--- src/rtl/kf_feed_pkg.sv ---
// ============================================================================
// Module : kf_feed_pkg
// Brief  : Shared types and constants for the Kalman measurement feeder.
// Rev    : 1.0  initial release
// ============================================================================
`default_nettype none

package kf_feed_pkg;

  localparam int ITER_W = 16;

  typedef enum logic [1:0] {
    IDLE  = 2'd0,
    ISSUE = 2'd1,
    FEED  = 2'd2,
    DRAIN = 2'd3
  } feed_state_e;

endpackage : kf_feed_pkg

`default_nettype wire

--- src/rtl/kf_sync_fifo.sv ---
// ============================================================================
// Module : kf_sync_fifo
// Brief  : Single-clock FIFO with explicit occupancy counter; head reads 0 when empty.
// Rev    : 1.0  initial release
// ============================================================================
`default_nettype none

module kf_sync_fifo #(
  parameter int W     = 24,
  parameter int DEPTH = 8,
  parameter int PTRW  = 3
) (
  input  logic            clk,
  input  logic            rst,
  input  logic            push,
  input  logic [W-1:0]    din,
  input  logic            pop,
  output logic [W-1:0]    head,
  output logic            full,
  output logic            empty,
  output logic [PTRW:0]   fill
);

  localparam logic [PTRW:0]   C_DEPTH   = (PTRW+1)'(DEPTH);
  localparam logic [PTRW:0]   C_CNT_ONE = (PTRW+1)'(1);
  localparam logic [PTRW-1:0] C_PTR_ONE = PTRW'(1);

  logic [PTRW-1:0] wr_ptr_q, wr_ptr_d;
  logic [PTRW-1:0] rd_ptr_q, rd_ptr_d;
  logic [PTRW:0]   cnt_q, cnt_d;
  logic [W-1:0]    mem_q [DEPTH];
  logic [W-1:0]    mem_d [DEPTH];

  logic do_push;
  logic do_pop;

  assign full    = (cnt_q == C_DEPTH);
  assign empty   = (cnt_q == '0);
  assign fill    = cnt_q;
  assign do_push = push && !full;
  assign do_pop  = pop && !empty;
  assign head    = empty ? '0 : mem_q[rd_ptr_q];

  always_comb begin
    wr_ptr_d = wr_ptr_q;
    rd_ptr_d = rd_ptr_q;
    cnt_d    = cnt_q;
    if (do_push) wr_ptr_d = wr_ptr_q + C_PTR_ONE;
    if (do_pop)  rd_ptr_d = rd_ptr_q + C_PTR_ONE;
    case ({do_push, do_pop})
      2'b10:   cnt_d = cnt_q + C_CNT_ONE;
      2'b01:   cnt_d = cnt_q - C_CNT_ONE;
      default: cnt_d = cnt_q;
    endcase
  end

  always_comb begin
    mem_d = mem_q;
    if (do_push) mem_d[wr_ptr_q] = din;
  end

  always_ff @(posedge clk or posedge rst) begin
    if (rst) begin
      wr_ptr_q <= '0;
      rd_ptr_q <= '0;
      cnt_q    <= '0;
    end else begin
      wr_ptr_q <= wr_ptr_d;
      rd_ptr_q <= rd_ptr_d;
      cnt_q    <= cnt_d;
    end
  end

  // Storage needs no reset: the counter alone decides what is valid.
  always_ff @(posedge clk) begin
    mem_q <= mem_d;
  end

endmodule : kf_sync_fifo

`default_nettype wire

--- src/rtl/kf_meas_feeder.sv ---
// ============================================================================
// Module : kf_meas_feeder
// Brief  : Buffers sensor words and feeds one measurement set per filter iteration.
// Rev    : 1.0  initial release
// ============================================================================
`default_nettype none

module kf_meas_feeder
  import kf_feed_pkg::*;
#(
  parameter int W     = 24,
  parameter int DEPTH = 8,
  parameter int PTRW  = 3,
  parameter int NMEAS = 2
) (
  input  logic              clk,
  input  logic              rst,
  input  logic              s_valid,
  input  logic [W-1:0]      s_data,
  output logic              s_ready,
  input  logic              kf_ready,
  input  logic              kf_take,
  output logic              kf_start,
  output logic [W-1:0]      kf_data,
  output logic              busy,
  output logic [PTRW:0]     fill,
  output logic [ITER_W-1:0] iter_cnt,
  output logic              err_underflow,
  output logic              err_extra_take,
  input  logic              clr_err
);

  localparam logic [PTRW:0] C_NMEAS   = (PTRW+1)'(NMEAS);
  localparam logic [PTRW:0] C_CNT_ONE = (PTRW+1)'(1);

  feed_state_e       state_q;
  logic              kf_start_q;
  logic              guard_q;
  logic [PTRW:0]     take_cnt_q;
  logic [PTRW:0]     take_cnt_nxt;
  logic [ITER_W-1:0] iter_cnt_q, iter_cnt_d;
  logic              err_under_q, err_under_d;
  logic              err_extra_q, err_extra_d;

  logic full;
  logic empty;
  logic push;
  logic pop;
  logic in_feed;
  logic take_outside;
  logic take_empty;
  logic iter_done;

  assign s_ready      = !full;
  assign push         = s_valid && !full;
  assign in_feed      = (state_q == FEED);
  assign pop          = kf_take && in_feed && !empty;
  assign take_outside = kf_take && !in_feed;
  assign take_empty   = kf_take && in_feed && empty;
  // The first DRAIN cycle ignores kf_ready so a stale ready cannot end the iteration.
  assign iter_done    = (state_q == DRAIN) && !guard_q && kf_ready;
  assign take_cnt_nxt = take_cnt_q + C_CNT_ONE;

  kf_sync_fifo #(
    .W     (W),
    .DEPTH (DEPTH),
    .PTRW  (PTRW)
  ) u_fifo (
    .clk   (clk),
    .rst   (rst),
    .push  (push),
    .din   (s_data),
    .pop   (pop),
    .head  (kf_data),
    .full  (full),
    .empty (empty),
    .fill  (fill)
  );

  always_ff @(posedge clk or posedge rst) begin
    if (rst) begin
      state_q    <= IDLE;
      kf_start_q <= 1'b0;
      guard_q    <= 1'b0;
      take_cnt_q <= '0;
    end else begin
      kf_start_q <= 1'b0;
      case (state_q)
        IDLE: begin
          if ((fill >= C_NMEAS) && kf_ready) begin
            state_q    <= ISSUE;
            kf_start_q <= 1'b1;
          end
        end
        ISSUE: begin
          take_cnt_q <= '0;
          state_q    <= FEED;
        end
        FEED: begin
          if (kf_take) begin
            take_cnt_q <= take_cnt_nxt;
            if (take_cnt_nxt == C_NMEAS) begin
              state_q <= DRAIN;
              guard_q <= 1'b1;
            end
          end
        end
        DRAIN: begin
          guard_q <= 1'b0;
          if (!guard_q && kf_ready) state_q <= IDLE;
        end
        default: state_q <= IDLE;
      endcase
    end
  end

  // A new error in the same cycle as clr_err keeps the flag set.
  always_comb begin
    iter_cnt_d  = iter_cnt_q;
    err_under_d = err_under_q;
    err_extra_d = err_extra_q;
    if (iter_done)    iter_cnt_d  = iter_cnt_q + ITER_W'(1);
    if (clr_err)      err_under_d = 1'b0;
    if (clr_err)      err_extra_d = 1'b0;
    if (take_empty)   err_under_d = 1'b1;
    if (take_outside) err_extra_d = 1'b1;
  end

  always_ff @(posedge clk or posedge rst) begin
    if (rst) begin
      iter_cnt_q  <= '0;
      err_under_q <= 1'b0;
      err_extra_q <= 1'b0;
    end else begin
      iter_cnt_q  <= iter_cnt_d;
      err_under_q <= err_under_d;
      err_extra_q <= err_extra_d;
    end
  end

  assign kf_start       = kf_start_q;
  assign busy           = (state_q != IDLE);
  assign iter_cnt       = iter_cnt_q;
  assign err_underflow  = err_under_q;
  assign err_extra_take = err_extra_q;

endmodule : kf_meas_feeder

`default_nettype wire

--- config.mk ---
export PLATFORM = sky130hd
export DESIGN_NAME = kf_meas_feeder
export DESIGN_NICKNAME = d
export VERILOG_FILES = /design/src/rtl/kf_feed_pkg.sv /design/src/rtl/kf_sync_fifo.sv /design/src/rtl/kf_meas_feeder.sv
export SDC_FILE = /design/constraint.sdc
export NUM_CORES = 1
export LEC_CHECK = 0
export CORE_ASPECT_RATIO = 1.2
export CORE_MARGIN = 2
export CORE_UTILIZATION = 54
export CTS_BUF_LIST = sky130_fd_sc_hd__clkbuf_4
export DETAILED_ROUTE_END_ITERATION = 6
export PLACE_DENSITY_LB_ADDON = 0.08
export SYNTH_ARGS = -nofsm -noshare
export SYNTH_HDL_FRONTEND = slang
export SYNTH_HIERARCHICAL = 1
export SYNTH_SLANG_ARGS = --single-unit
export TNS_END_PERCENT = 10
--- constraint.sdc ---
create_clock -name clk -period 3.35 [get_ports clk]
set_clock_uncertainty 0.15 [all_clocks]
set_input_delay 0.335 -clock clk [delete_from_list [all_inputs] [get_ports clk]]
set_output_delay 0.335 -clock clk [all_outputs]
set_load 0.01 [all_outputs]
==> impl_table.tex <==
\begin{tabular}{lr}
\hline
Metric & Value \\
\hline
\multicolumn{2}{l}{\textbf{Setup path}} \\
\quad Kind of start point of the critical path & register \\
\quad Longest individual stage delay on the worst path & 0.54 ns \\
\quad Length in cells of the worst reg-to-reg path & 8 \\
\quad Max Fanout on Critical Path & 26 \\
\quad Largest delay share family, worst path & buffers and inverters \\
\quad Worst setup EP type & primary output \\
\quad R2r startpoint & u\_fifo/fill[0] \\
\quad Required time at the worst-slack endpoint & 2.86 ns \\
\quad Cell breakdown of the critical path & buf\_12 -> mux4\_2 -> a22o\_1 -> clkdlybuf4s50\_1 \\
\quad Type of the setup path with the least slack & register to primary output \\
\quad R2R setup slack & 0.36 ns \\
\quad Data arrival at the endpoint of the critical path & 2.70 ns \\
\quad Cell with the largest stage delay on the worst path & sky130\_fd\_sc\_hd\_\_mux4\_2 \\
\quad Number of buffer and inverter instances along the worst setup path & 2 \\
\quad Reg2reg end & u\_fifo/fill[3] \\
\multicolumn{2}{l}{\textbf{Power and ir drop}} \\
\quad Sw frac & 0.310 \\
\quad VDD IR-drop max & 479 uV \\
\quad Pint & 0.00656 W \\
\quad Part of the total power dissipated in the clock network & 0.231 \\
\quad Total power density per cell area & 851 nW/um\^{}2 \\
\quad Logic pwr share & 0.361 \\
\quad Power dissipated by switching net loads & 0.00295 W \\
\quad Leakage power & 4.00 nW \\
\quad Share of power burned in registers & 0.408 \\
\multicolumn{2}{l}{\textbf{Drt}} \\
\quad Drt first-iter violations & 285 \\
\quad Antenna Violating Nets Remaining & 0 \\
\quad Mean number of vias per cell & 5.60 \\
\quad Wire per inst & 20.4 um \\
\quad DR DRC count & 0 \\
\quad Routed vias & 4921 \\
\quad Final routed wirelength across all metal layers & 17900 um \\
\quad Initial DRT Pass Iterations & 4 \\
\multicolumn{2}{l}{\textbf{Synthesis}} \\
\quad Syn. warnings & 6 \\
\quad Share of the synthesized area in compound gates (AO/OA/AOI/OAI) & 0.0417 \\
\quad Fraction of the mapped netlist area in simple logic gates & 0.0460 \\
\quad Unique masters post-synth & 47 \\
\quad Dominant cells by area after synthesis & sky130\_fd\_sc\_hd\_\_edfxtp\_1 63\%, sky130\_fd\_sc\_hd\_\_mux4\_2 12\%, sky130\_fd\_sc\_hd\_\_dfrtp\_1 9.8\% \\
\quad Dominant combinational cell family by area after synthesis & multiplexers \\
\quad Post-synthesis instance total & 472 \\
\quad Number of nets produced by synthesis & 515 \\
\quad Fraction of synthesized area in multiplexers & 0.126 \\
\quad Per-instance average area after synthesis & 19.5 um\^{}2 \\
\quad Xor/xnor cell area share of the yosys netlist & 0.0248 \\
\quad Post-synthesis adder-cell area fraction & 0.0177 \\
\quad Synth top area share & 0.628 \\
\quad Seq/Total Area, Yosys & 0.726 \\
\quad Yosys top cell by area & sky130\_fd\_sc\_hd\_\_edfxtp\_1 \\
\quad Async set-or-reset flop fraction in the synthesized netlist & 0.158 \\
\quad Post-synth top flop & sky130\_fd\_sc\_hd\_\_edfxtp\_1 \\
\quad Number of enable flip-flop cells after synthesis & 192 \\
\quad Post-synthesis instance area & 9180 um\^{}2 \\
\quad Synth Register Bits & 228 \\
\multicolumn{2}{l}{\textbf{GRT}} \\
\quad Number of antenna violations at the first check in global routing & 1 \\
\quad Total routing resource utilization after global routing & 0.213 \\
\quad Vias in the first global route & 5278 \\
\quad Remaining global-route overflow & 0 \\
\quad Wire length of the first global-routing pass & 28700 um \\
\quad Largest net degree at the start of global routing & 31 \\
\multicolumn{2}{l}{\textbf{Die}} \\
\quad Ports placed on the boundary & 79 \\
\quad Initial Util & 0.547 \\
\quad Number of cell rows & 52 \\
\quad Standard cell core area & 16800 um\^{}2 \\
\quad Die area & 18100 um\^{}2 \\
\quad Chip Width & 123 um \\
\quad Overall die height & 147 um \\
\multicolumn{2}{l}{\textbf{Hold path}} \\
\quad Hold-critical path depth & 3 \\
\quad Worst Hold Path EP & err\_underflow \\
\quad Class of the worst hold path & input port to register \\
\quad Hold path start & clr\_err \\
\multicolumn{2}{l}{\textbf{CTS}} \\
\quad Cell chosen for the clock root & sky130\_fd\_sc\_hd\_\_clkbuf\_4 \\
\quad CTS max path bufs & 3 \\
\quad CTS Sinks & 228 \\
\quad CTS buffer count & 55 \\
\quad TritonCTS clock tree & built \\
\quad Maximum level of the CTS H-tree & 2 \\
\quad Clock latency on the worst-skew pair & 0.65 ns \\
\quad Worst-path clk slew & 0.06 ns \\
\multicolumn{2}{l}{\textbf{Final layout}} \\
\quad Final standard cell count with taps included and fillers excluded & 879 \\
\quad Leading cell types in the layout, fill and taps excluded & 192 x sky130\_fd\_sc\_hd\_\_edfxtp\_1, 83 x sky130\_fd\_sc\_hd\_\_clkbuf\_4, 78 x sky130\_fd\_sc\_hd\_\_clkdlybuf4s50\_1 \\
\quad Register area & 6670 um\^{}2 \\
\quad Area growth, synth to finish & 21.8\% \\
\quad Total Nets Final & 660 \\
\quad Most common cell after layout, fill and taps aside & sky130\_fd\_sc\_hd\_\_edfxtp\_1 \\
\quad Fillers & 1178 \\
\quad Share of final-layout standard cells stronger than drive strength 1 & 0.290 \\
\quad Area occupied by multi-input gates & 2400 um\^{}2 \\
\quad Final standard cell utilization of the core & 0.666 \\
\multicolumn{2}{l}{\textbf{STA}} \\
\quad Worst-case headroom to the max-slew limit & 0.341 \\
\quad Final critical delay including setup and external delays & 3.18 ns \\
\quad Final setup vio count & 0 \\
\quad Unrepaired setup endpoints after global routing & no \\
\quad Final hold violation count & 0 \\
\quad Share of the cycle needed by the critical path after routing & 0.950 \\
\quad Total count of max-transition violations in the final report & 0 \\
\quad Achievable Freq & 0.314 GHz \\
\quad Final Worst Setup Slack & 0.167 ns \\
\quad Slew of the pin with the lowest slew margin & 0.987 ns \\
\multicolumn{2}{l}{\textbf{Placed design}} \\
\quad Worst slack, placed & 0.387 ns \\
\quad Placer Congestion & 0.751 \\
\quad DP HPWL & 10900 um \\
\quad Placed cells & 768 \\
\quad Number of port buffers & 78 \\
\multicolumn{2}{l}{\textbf{Run status}} \\
\quad Run status & completed \\
\multicolumn{2}{l}{\textbf{Flow run}} \\
\quad Max capacitance violation total & 0 \\
\hline
\end{tabular}
how the worst max path moves through the flow:
stage	start	end	slack, ns	depth (start not counted)
after floorplan	u_fifo/fill[2]	u_fifo/mem_q[168]	-0.07	5
after global placement	kf_take	u_fifo/fill[3]	0.45	8
after detailed placement	u_fifo/fill[1]	u_fifo/fill[3]	0.39	8
after CTS	u_fifo/fill[0]	kf_data[18]	0.007	6
after global routing	u_fifo/rd_ptr_q[0]	kf_data[1]	0.02	4
final	u_fifo/rd_ptr_q[0]	kf_data[1]	0.17	4
metal layers:
layer  up-vias  share of wire  wire length (um)  GRT usage
li1       2239              -                 -          -
met1      2524           0.40              7240      0.266
met2       134           0.52              9410      0.363
met3        24          0.055               983     0.0520
met4         0          0.017               308     0.0705
met5         -              0                 0          0
metrics by stage:
stage                     power [W]  setup TNS (ns)  cell area [um^2]  hold slack [ns]
final                       0.00951               0             11200            0.190
after global routing         0.0101               0             11200            0.177
after detailed placement    0.00733               0             10400            0.307
after CTS                   0.00963               0             11200            0.156
after floorplan             0.00593           -1.67              9190           0.0252
after global placement      0.00728               0             10400            0.308
cell type report:
type                    instances  area share
multi-input cells             211       0.215
flip-flops and latches        228       0.597
diodes                          1    0.000224
repair buffers                108      0.0969
clock buffers                  83      0.0557
well taps                     216      0.0242
inverters                      13     0.00436
clock inverters                19     0.00683
tightest hold or removal path, delay by kind of cell:
kind	cells	cell delay, ns
AOI/OAI and AO/OA	1	0.12
buffers and inverters	2	0.48
kinds of logic (layout without fill, tap and decap cells):
kind of cell | count (synthesis) | after routing
AO/OA/AOI/OAI | 46 | 46
AND/OR/NAND/NOR | 71 | 71
XOR/XNOR | 26 | 26
buffers and inverters | 33 | 223
adder cells (fa/ha/maj) | 13 | 13
flip-flops | 228 | 228
multiplexers | 55 | 55
other | 0 | 1
Yosys cell counts, types with 2 or more instances:
master,n
sky130_fd_sc_hd__xor2_1,14
sky130_fd_sc_hd__mux2_2,4
sky130_fd_sc_hd__a22o_1,25
sky130_fd_sc_hd__dfrtp_1,36
sky130_fd_sc_hd__nand2b_1,2
sky130_fd_sc_hd__xnor2_1,12
sky130_fd_sc_hd__a31oi_1,3
sky130_fd_sc_hd__buf_2,5
sky130_fd_sc_hd__or4b_4,2
sky130_fd_sc_hd__inv_1,13
sky130_fd_sc_hd__nor3_1,5
sky130_fd_sc_hd__nor2_1,15
sky130_fd_sc_hd__and3_1,3
sky130_fd_sc_hd__nand3b_1,3
sky130_fd_sc_hd__o21ai_0,4
sky130_fd_sc_hd__nor4_4,2
sky130_fd_sc_hd__ha_1,13
sky130_fd_sc_hd__a21oi_1,2
sky130_fd_sc_hd__edfxtp_1,192
sky130_fd_sc_hd__mux4_2,48
sky130_fd_sc_hd__nand2_1,17
sky130_fd_sc_hd__nand4_1,4
sky130_fd_sc_hd__nand3_1,7
sky130_fd_sc_hd__a21o_1,2
sky130_fd_sc_hd__mux2i_1,2
sky130_fd_sc_hd__buf_4,2
sky130_fd_sc_hd__nor2b_1,4
sky130_fd_sc_hd__buf_6,3
sky130_fd_sc_hd__clkbuf_1,10
power groups by stage:
stage / registers, W / logic (W) / clock network (W)
after detailed placement: 0.00397 / 0.00336 / 0
after CTS: 0.00389 / 0.00347 / 0.00227
final: 0.00388 / 0.00343 / 0.00220
after global placement: 0.00393 / 0.00335 / 0
after floorplan: 0.00385 / 0.00207 / 0
after global routing: 0.00393 / 0.00369 / 0.00242
sequential cells by signal, summed over array words and instances, names as in the netlist, 2 cells and up:
| signal | count |
|---|---|
| iter_cnt | 16 |
| u_fifo/fill | 4 |
| u_fifo/mem_q | 192 |
| u_fifo/wr_ptr_q | 3 |
| u_fifo/rd_ptr_q | 3 |
| state_q | 2 |
| take_cnt_q | 4 |
repair_timing:
action,4_1_cts,5_1_grt
endpoints found under the hold margin,10,0
pin swaps,1,0
gates resized for setup,3,0
endpoints found under the setup margin,18,13
buffers inserted,5,2
hold buffers,1,0
(Power assumes the default switching activity.)
